File: src/rtl/alu_arbiter.sv
// Two-requester ALU front end: arbitrates between req0/req1, latches the
// granted operation, computes one registered result and holds it on a shared
// response bus until the granted requester consumes it.
// Optional macro ALU_ARB_ROUND_ROBIN_EN: when defined, simultaneous requests
// alternate between the two requesters; otherwise requester 0 always wins.
module alu_arbiter #(
  parameter int unsigned DATA_W = 32
) (
  input  logic              clk_i,
  input  logic              rst_ni,

  input  logic              req0_valid_i,
  output logic              req0_ready_o,
  input  logic [3:0]        req0_op_i,
  input  logic [DATA_W-1:0] req0_a_i,
  input  logic [DATA_W-1:0] req0_b_i,
  input  logic [4:0]        req0_shamt_i,

  input  logic              req1_valid_i,
  output logic              req1_ready_o,
  input  logic [3:0]        req1_op_i,
  input  logic [DATA_W-1:0] req1_a_i,
  input  logic [DATA_W-1:0] req1_b_i,
  input  logic [4:0]        req1_shamt_i,

  output logic              rsp0_valid_o,
  input  logic              rsp0_ready_i,
  output logic              rsp1_valid_o,
  input  logic              rsp1_ready_i,

  output logic [DATA_W-1:0] rsp_result_o,
  output logic              rsp_zero_o,
  output logic              rsp_err_o,
  output logic              busy_o
);

  typedef enum logic [1:0] {StIdle, StExec, StResp} state_e;

  state_e state_q, state_d;

  logic              gnt;
  logic              accept;
  logic              rsp_ready_sel;

  logic [3:0]        op_q;
  logic [DATA_W-1:0] a_q, b_q;
  logic [4:0]        shamt_q;
  logic              gnt_q;

  logic [DATA_W-1:0] alu_res;
  logic              alu_err;
  logic [DATA_W-1:0] result_q;
  logic              err_q;

  // out_valid_q rises one cycle after entering StResp, giving accept-to-valid
  // latency of two edges after the accept edge.
  logic              out_valid_q, out_valid_d;

`ifdef ALU_ARB_ROUND_ROBIN_EN
  logic last_q;

  // Last-grant pointer; reset value 1 hands the first contested grant to req0.
  always_ff @(posedge clk_i or negedge rst_ni) begin
    if (!rst_ni) begin
      last_q <= 1'b1;
    end else if (accept) begin
      last_q <= gnt;
    end
  end
`endif

  // Grant selection: a lone requester always wins; contention resolved by policy.
  always_comb begin
    gnt = 1'b0;
    if (req0_valid_i && req1_valid_i) begin
`ifdef ALU_ARB_ROUND_ROBIN_EN
      gnt = ~last_q;
`else
      gnt = 1'b0;
`endif
    end else if (req1_valid_i) begin
      gnt = 1'b1;
    end
  end

  // Ready only in idle, only to the granted valid requester, never under reset.
  always_comb begin
    req0_ready_o = rst_ni && (state_q == StIdle) && req0_valid_i && !gnt;
    req1_ready_o = rst_ni && (state_q == StIdle) && req1_valid_i && gnt;
    accept       = req0_ready_o || req1_ready_o;
    // The non-granted requester's rsp_ready is deliberately ignored here.
    rsp_ready_sel = gnt_q ? rsp1_ready_i : rsp0_ready_i;
  end

  // Next-state logic for the idle/exec/resp sequence.
  always_comb begin
    state_d     = state_q;
    out_valid_d = 1'b0;
    unique case (state_q)
      StIdle: begin
        if (accept) state_d = StExec;
      end
      StExec: begin
        state_d = StResp;
      end
      StResp: begin
        if (out_valid_q && rsp_ready_sel) begin
          state_d = StIdle;
        end else begin
          out_valid_d = 1'b1;
        end
      end
      default: begin
        state_d = StIdle;
      end
    endcase
  end

  // State and response-valid registers.
  always_ff @(posedge clk_i or negedge rst_ni) begin
    if (!rst_ni) begin
      state_q     <= StIdle;
      out_valid_q <= 1'b0;
    end else begin
      state_q     <= state_d;
      out_valid_q <= out_valid_d;
    end
  end

  // Capture the granted operation at accept; later input changes are ignored.
  always_ff @(posedge clk_i or negedge rst_ni) begin
    if (!rst_ni) begin
      op_q    <= '0;
      a_q     <= '0;
      b_q     <= '0;
      shamt_q <= '0;
      gnt_q   <= 1'b0;
    end else if (accept) begin
      gnt_q <= gnt;
      if (gnt) begin
        op_q    <= req1_op_i;
        a_q     <= req1_a_i;
        b_q     <= req1_b_i;
        shamt_q <= req1_shamt_i;
      end else begin
        op_q    <= req0_op_i;
        a_q     <= req0_a_i;
        b_q     <= req0_b_i;
        shamt_q <= req0_shamt_i;
      end
    end
  end

  // ALU datapath on latched operands; codes 8-15 flag an error with zero result.
  always_comb begin
    alu_res = '0;
    alu_err = 1'b0;
    unique case (op_q)
      4'd0:    alu_res = a_q + b_q;
      4'd1:    alu_res = a_q - b_q;
      4'd2:    alu_res = ~a_q;
      4'd3:    alu_res = a_q << shamt_q;
      4'd4:    alu_res = a_q >> shamt_q;
      4'd5:    alu_res = a_q & b_q;
      4'd6:    alu_res = a_q | b_q;
      4'd7:    alu_res = {{(DATA_W-1){1'b0}}, (a_q < b_q)};
      default: alu_err = 1'b1;
    endcase
  end

  // Register the result once, during the exec cycle, so it is stable in resp.
  always_ff @(posedge clk_i or negedge rst_ni) begin
    if (!rst_ni) begin
      result_q <= '0;
      err_q    <= 1'b0;
    end else if (state_q == StExec) begin
      result_q <= alu_res;
      err_q    <= alu_err;
    end
  end

  // Response outputs are forced to zero whenever no response is presented.
  always_comb begin
    rsp0_valid_o = out_valid_q && !gnt_q;
    rsp1_valid_o = out_valid_q && gnt_q;
    rsp_result_o = out_valid_q ? result_q : '0;
    rsp_zero_o   = out_valid_q && (result_q == '0);
    rsp_err_o    = out_valid_q && err_q;
    busy_o       = (state_q != StIdle);
  end

endmodule
File: config.mk
export PLATFORM = sky130hd
export DESIGN_NAME = alu_arbiter
export DESIGN_NICKNAME = d
export VERILOG_FILES = /design/src/rtl/alu_arbiter.sv
export SDC_FILE = /design/constraint.sdc
export NUM_CORES = 1
export LEC_CHECK = 0
export ABC_AREA = 1
export ABC_CLOCK_PERIOD_IN_PS = 2700
export CAP_MARGIN = 20
export CORE_MARGIN = 2
export CORE_UTILIZATION = 40
export CTS_CLUSTER_DIAMETER = 100
export CTS_CLUSTER_SIZE = 14
export DETAILED_ROUTE_END_ITERATION = 8
export PLACE_DENSITY = 0.6
export SLEW_MARGIN = 30
export SYNTH_ARGS = -nofsm -noshare
export SYNTH_HDL_FRONTEND = slang
export SYNTH_SLANG_ARGS = --single-unit
File: constraint.sdc
create_clock -name clk_i -period 2.7 [get_ports clk_i]
set_input_delay 0.54 -clock clk_i [delete_from_list [all_inputs] [get_ports clk_i]]
set_output_delay 0.54 -clock clk_i [all_outputs]
set_load 0.02 [all_outputs]
# Word-level counts from Yosys, hierarchy flattened
# Index checks and enable logic that the tools add are counted.
# totals
regBits	110
latch_bits	0
ramBits	0
romBits	0
in_bits	152
out_inout_bits	39
n_memories	0
# op_classes
addsub	2
multipliers	0
div_mod_pow	0
magnitude_cmp	1
n_eq_ne	11
shifts	2
mux	15
bitwise_logic	3
reduce_logical	20
# ops
cell	n
case mux 32 bit (8 select lines)	1
2-to-1 mux 32 bit	3
adder 32 bit	1
AND 32 bit	1
zero test 32 bit	1
< comparator 32 bit	1
NOT 32 bit	1
bitwise OR 32 bit	1
left shift 32 x 5 -> 32 bit	1
>> shifter 32 x 5 -> 32 bit	1
subtractor 32 bit	1
== test 4 x 3 -> 1 bit, second input constant	4
logical AND 1 bit	11
== test 4 x 2 -> 1 bit, second input constant	2
OR reduction 8 bit	1
2-to-1 mux 1 bit	6
case mux 2 bit (3 select lines)	1
2-to-1 mux 5 bit	1
== test 4 x 1 -> 1 bit, second input constant	1
zero test 4 bit	1
2-to-1 mux 2 bit	2
2-to-1 mux 4 bit	1
inequality test 2 bit, second input constant	2
== test 2 x 1 -> 1 bit, second input constant	1
other kinds (6)	7

# Depth between registers and ports, before layout
# depth
ltp_word	7
depth_mapped	17

# Worst setup path after synthesis
# No wires, ideal clock.
# synth_path
kind	register -> output
start	register result_q[5]
end	output port rsp_zero_o
t_arrival_ns	1.648
t_required_ns	2.160
path_slack_ns	0.512
stages_incl_launch_ff	5
cell_sequence	dfrtp_1 -> or4_1 -> nor2_1 -> nand2_1 -> nor4_1
# synth_between
elab_chain_cells	2
# synth_lines
item	line_no	source
from (decl)	52	logic [DATA_W-1:0] result_q;
from (signal assigned)	177	result_q <= alu_res;
zero test 32 bit	187	rsp_zero_o = out_valid_q && (result_q == '0);
logical AND 1 bit	187	
to (decl)	32	output logic rsp_zero_o,
# Every way passes these cells.

# Worst setup path after layout
# layout_path
start	register a_q[17]
end	register result_q[27]
# layout_between
elab_chain_cells	2
elab_cells_between_ends	5
# layout_lines
item	line_no	source
from (decl)	46	logic [DATA_W-1:0] a_q, b_q;
from (signal assigned)	142	a_q <= req1_a_i;
from (signal assigned)	147	a_q <= req0_a_i;
subtractor 32 bit, or another cell as far along	160	4'd1: alu_res = a_q - b_q;
case mux 32 bit (8 select lines) *	158	unique case (op_q)
# Every way passes the cells marked *; elsewhere a longest branch is shown, timed or not.
# A chain may end at the register's enable or synchronous reset.

==> insert_results.sql <==
INSERT INTO impl_metrics (metric_group, metric, value, unit) VALUES
('layout', 'fin_nets', '3136', ''),
('status', 'run_status', 'complete, no violations', ''),
('die', 'die_w', '198', 'um'),
('clock_network', 'cts.repair_timing.setup_buffer_count', '0', ''),
('pwr', 'power_total', '29.4', 'mW'),
('synth', 'synth_top_area_cell', 'nand2_1', ''),
('clock_network', 'insertion_delay', '410', 'ps'),
('layout', 'layout-area-overhead-vs-synth', '25.9', '%'),
('die', 'start_util', '40.7', '%'),
('placed_design', 'place_congestion', '1.04', ''),
('route', 'detailedRoute.firstIterationViolations', '2537', ''),
('synth', 'synth.net_count', '2879', ''),
('layout', 'num_antenna_cells', '0', ''),
('synth', 'top_cells_by_area_synth', 'nand2_1 (20%), dfrtp_1 (18%), nand3_1 (16%), inv_1 (8.5%), ha_1 (8.4%)', ''),
('layout', 'layout.cells.most_common', 'nand2_1', ''),
('clock_network', 'cts_root_buf', 'clkbuf_16', ''),
('synth', 'synth_top_area_share', '19.9', '%'),
('global_route', 'number_of_antenna_violations_at_the_first_check_in_global_routing', '1', ''),
('route', 'drtAntennaViolNets', '0', ''),
('synth', 'netlist_area', '0.0150', 'mm2'),
('critical_path', 'worst_setup_path_end_kind', 'register', ''),
('synth', 'synth_edf_count', '0', ''),
('pwr', 'power.static_leakage', '10.0', 'nW'),
('die', 'die_height', '198', 'um'),
('synth', 'yosys_warnings', '0', ''),
('critical_path', 'crit_required', '2990', 'ps'),
('placed_design', 'post-dp-hpwl', '63.5', 'mm'),
('timing', 'fin_hold_ws', '243', 'ps'),
('global_route', 'grt_usage', '39.8', '%'),
('pwr', 'power_per_cell_area', '1560', 'mW/mm2'),
('critical_path', 'reg2regPathDepth', '14', ''),
('critical_path', 'critical_path.cell_chain', 'inv_1, ha_1, nor2_1, inv_1, nor2_1, nand2_1, nor3_1, nand2_1, nand3_1, nand2_1, nand3_1, nand3_1, nand2_1, nand2_1', ''),
('route', 'drt_first_pass_iters', '6', ''),
('synth', 'synth_async_sr_flop_share', '100', '%'),
('timing', 'clock.fmax', '377', 'MHz'),
('pwr', 'vdd_drop_max', '603', 'uV'),
('die', 'floorplan.rows', '70', ''),
('critical_path', 'timing_worst_setup_path_type', 'reg2reg', ''),
('die', 'number_of_top_level_pins', '191', ''),
('critical_path', 'timing.critical_path.slowest_cell_delay', '450', 'ps'),
('global_route', 'grt_first_pass_wirelength', '114', 'mm'),
('route', 'post-route-drc-count', '0', ''),
('placed_design', 'io_buffers', '190', ''),
('synth', 'postSynthCellCount', '2624', ''),
('clock_network', 'clockBufferDepth', '2', ''),
('layout', 'fillers', '3921', ''),
('route', 'post_drt_wl_per_cell', '23.0', 'um'),
('clock_network', 'clkSlewWorstSetupHoldPaths', '100', 'ps'),
('synth', 'synth_area_per_cell', '5.71', 'um2'),
('timing', 'tightestPinTransition', '856', 'ps'),
('layout', 'drive_above_1_share', '11.5', '%'),
('route', 'dr_total_vias', '19229', ''),
('hold_path', 'hp-class', 'in2async', ''),
('synth', 'synth_cell_type_count', '52', ''),
('clock_network', 'clkSinkCount', '110', ''),
('synth', 'post_synthesis_sequential_area_ratio', '18.4', '%'),
('global_route', 'via_count_of_the_first_global_routing_pass', '17890', ''),
('die', 'die_area', '0.0390', 'mm2'),
('clock_network', 'cts_max_level', '3', ''),
('critical_path', 'critical_path_s_slowest_cell', 'ha_1', ''),
('run', 'drv_cap', '0', ''),
('timing', 'slew_headroom', '42.7', '%'),
('timing', 'finalHoldViolCount', '0', ''),
('timing', 'drv_slew', '0', ''),
('global_route', 'grt_overflow_total', '0', ''),
('critical_path', 'worstPathMaxFanout', '7', ''),
('synth', 'dominant_register_cell_in_the_synthesized_netlist', 'dfrtp_1', ''),
('timing', 'worst_clock_skew', '28.5', 'ps'),
('timing', 'post-route-period-util', '98.3', '%'),
('layout', 'end_of_flow_core_utilization', '51.3', '%'),
('timing', 'final-setup-viol-count', '0', ''),
('critical_path', 'crit_path_start_kind', 'register', ''),
('critical_path', 'arrival', '2940', 'ps'),
('layout', 'final_cell_mix', 'nand2_1 (790), nand3_1 (469), inv_1 (337), nor2_1 (250), clkdlybuf4s50_1 (187)', ''),
('timing', 'final_period_minus_worst_setup_slack', '2650', 'ps'),
('die', 'core', '0.0368', 'mm2'),
('synth', 'synth_seq_cells', '110', ''),
('global_route', 'grt_max_degree', '111', ''),
('route', 'finalWirelength', '77.2', 'mm'),
('clock_network', 'tritoncts', 'built', ''),
('critical_path', 'timing.critical_path.mode_cell', 'nand2_1', ''),
('clock_network', 'tritoncts.num_buffers', '9', ''),
('route', 'viasPerCell', '5.73', '');
==> sequential cells by signal, summed over array words and instances (netlist names), 2 cells and up <==
| signal | flops |
|---|---|
| op_q | 4 |
| a_q | 32 |
| state_q | 2 |
| b_q | 32 |
| result_q | 32 |
| shamt_q | 5 |
==> cell families after synthesis <==
family	count (synthesis)	synth area share [%]
AOI/OAI and AO/OA	276	11.5
xor gates and xnor gates	1	0.0585
adders and majority gates	103	8.70
buffers and inverters	488	13.5
DFF	110	18.4
muxes	2	0.134
and+or+nand+nor	1644	47.8
==> layout make-up <==
cell class / instances / area [um2] / area share [%]
clock inverter: 7 / 93.8 / 0.498
timing repair buffer: 385 / 3540 / 18.8
inverter: 349 / 1310 / 6.97
sequential: 110 / 2760 / 14.6
clock buffer: 9 / 225 / 1.19
multi-input combinational: 2026 / 10300 / 54.8
tap: 468 / 586 / 3.10
==> layer usage <==
metal  vias to the layer above  part of all wire [%]  global-route usage, %
met5                         -                     0                      0
met4                         0                   5.9                   19.8
met3                       194                    11                   9.07
met2                      1262                    40                   58.4
met1                      8763                    42                   54.6
li1                       9010                     -                      -
==> Yosys cell counts (3+ instances only) <==
| cell type | number |
|---|---|
| nor2_2 | 3 |
| o211ai_1 | 17 |
| o21ai_1 | 9 |
| inv_1 | 339 |
| nor2_1 | 256 |
| buf_1 | 5 |
| buf_6 | 6 |
| buf_4 | 6 |
| nor3_1 | 16 |
| inv_2 | 5 |
| clkbuf_2 | 4 |
| o21bai_1 | 7 |
| nand4_1 | 26 |
| nand3_2 | 9 |
| nand2_2 | 22 |
| nand2_4 | 12 |
| o211ai_2 | 9 |
| nor4_1 | 11 |
| clkbuf_1 | 46 |
| dfrtp_1 | 110 |
| and2_1 | 9 |
| buf_2 | 70 |
| nand2_1 | 793 |
| and2_4 | 3 |
| o221ai_1 | 7 |
| nand3_1 | 475 |
| ha_1 | 101 |
| a31oi_1 | 75 |
| o22ai_1 | 25 |
| o21ai_0 | 42 |
| clkinv_1 | 4 |
| o21ai_2 | 4 |
| a21oi_1 | 72 |
==> through the flow <==
stage / setup slack [ps] / area [um2] / cells / TNS [ps]
finish: 47.0 / 18900 / 3354 / 0
global route: -9.51 / 18900 / 3354 / -11.3
CTS: 14.2 / 18800 / 3354 / 0
detailed placement: -138 / 18400 / 3338 / -262
global placement: -128 / 18400 / 3338 / -317
floorplan: 512 / 15000 / 2624 / 0
==> power by group <==
group / switching (mW) / internal, mW
Sequential: 0.742 / 2.33
Clock: 0.816 / 0.674
Combinational: 16.7 / 8.16
==> repair_timing <==
action                     in CTS  in global routing
cloned                          0                  0
hold buffers                    0                  0
resized for setup               5                 38
setup endpoints to repair       4                 17
==> worst paths after layout <==
path,from,end,slack (ps)
max,a_q[17]$_DFFE_PN0P_,result_q[27]$_DFFE_PN0N_,50
min,rst_ni,b_q[1]$_DFFE_PN0P_,240
min reg2reg,err_q$_DFFE_PN0N_,err_q$_DFFE_PN0N_,500
max reg2reg,a_q[17]$_DFFE_PN0P_,result_q[27]$_DFFE_PN0N_,50
max in group asynchronous,rst_ni,a_q[23]$_DFFE_PN0P_,1850
min in group clk_i,err_q$_DFFE_PN0N_,err_q$_DFFE_PN0N_,500
==> worst max-delay path, delay by kind of cell, from the launching register on <==
kind          cells  cell delay, ps
fa+ha+maj         1             450
buf+inv           2             150
flops             1             400
simple gates     11            1520
No activity file was read; power rests on OpenSTA's default activity.
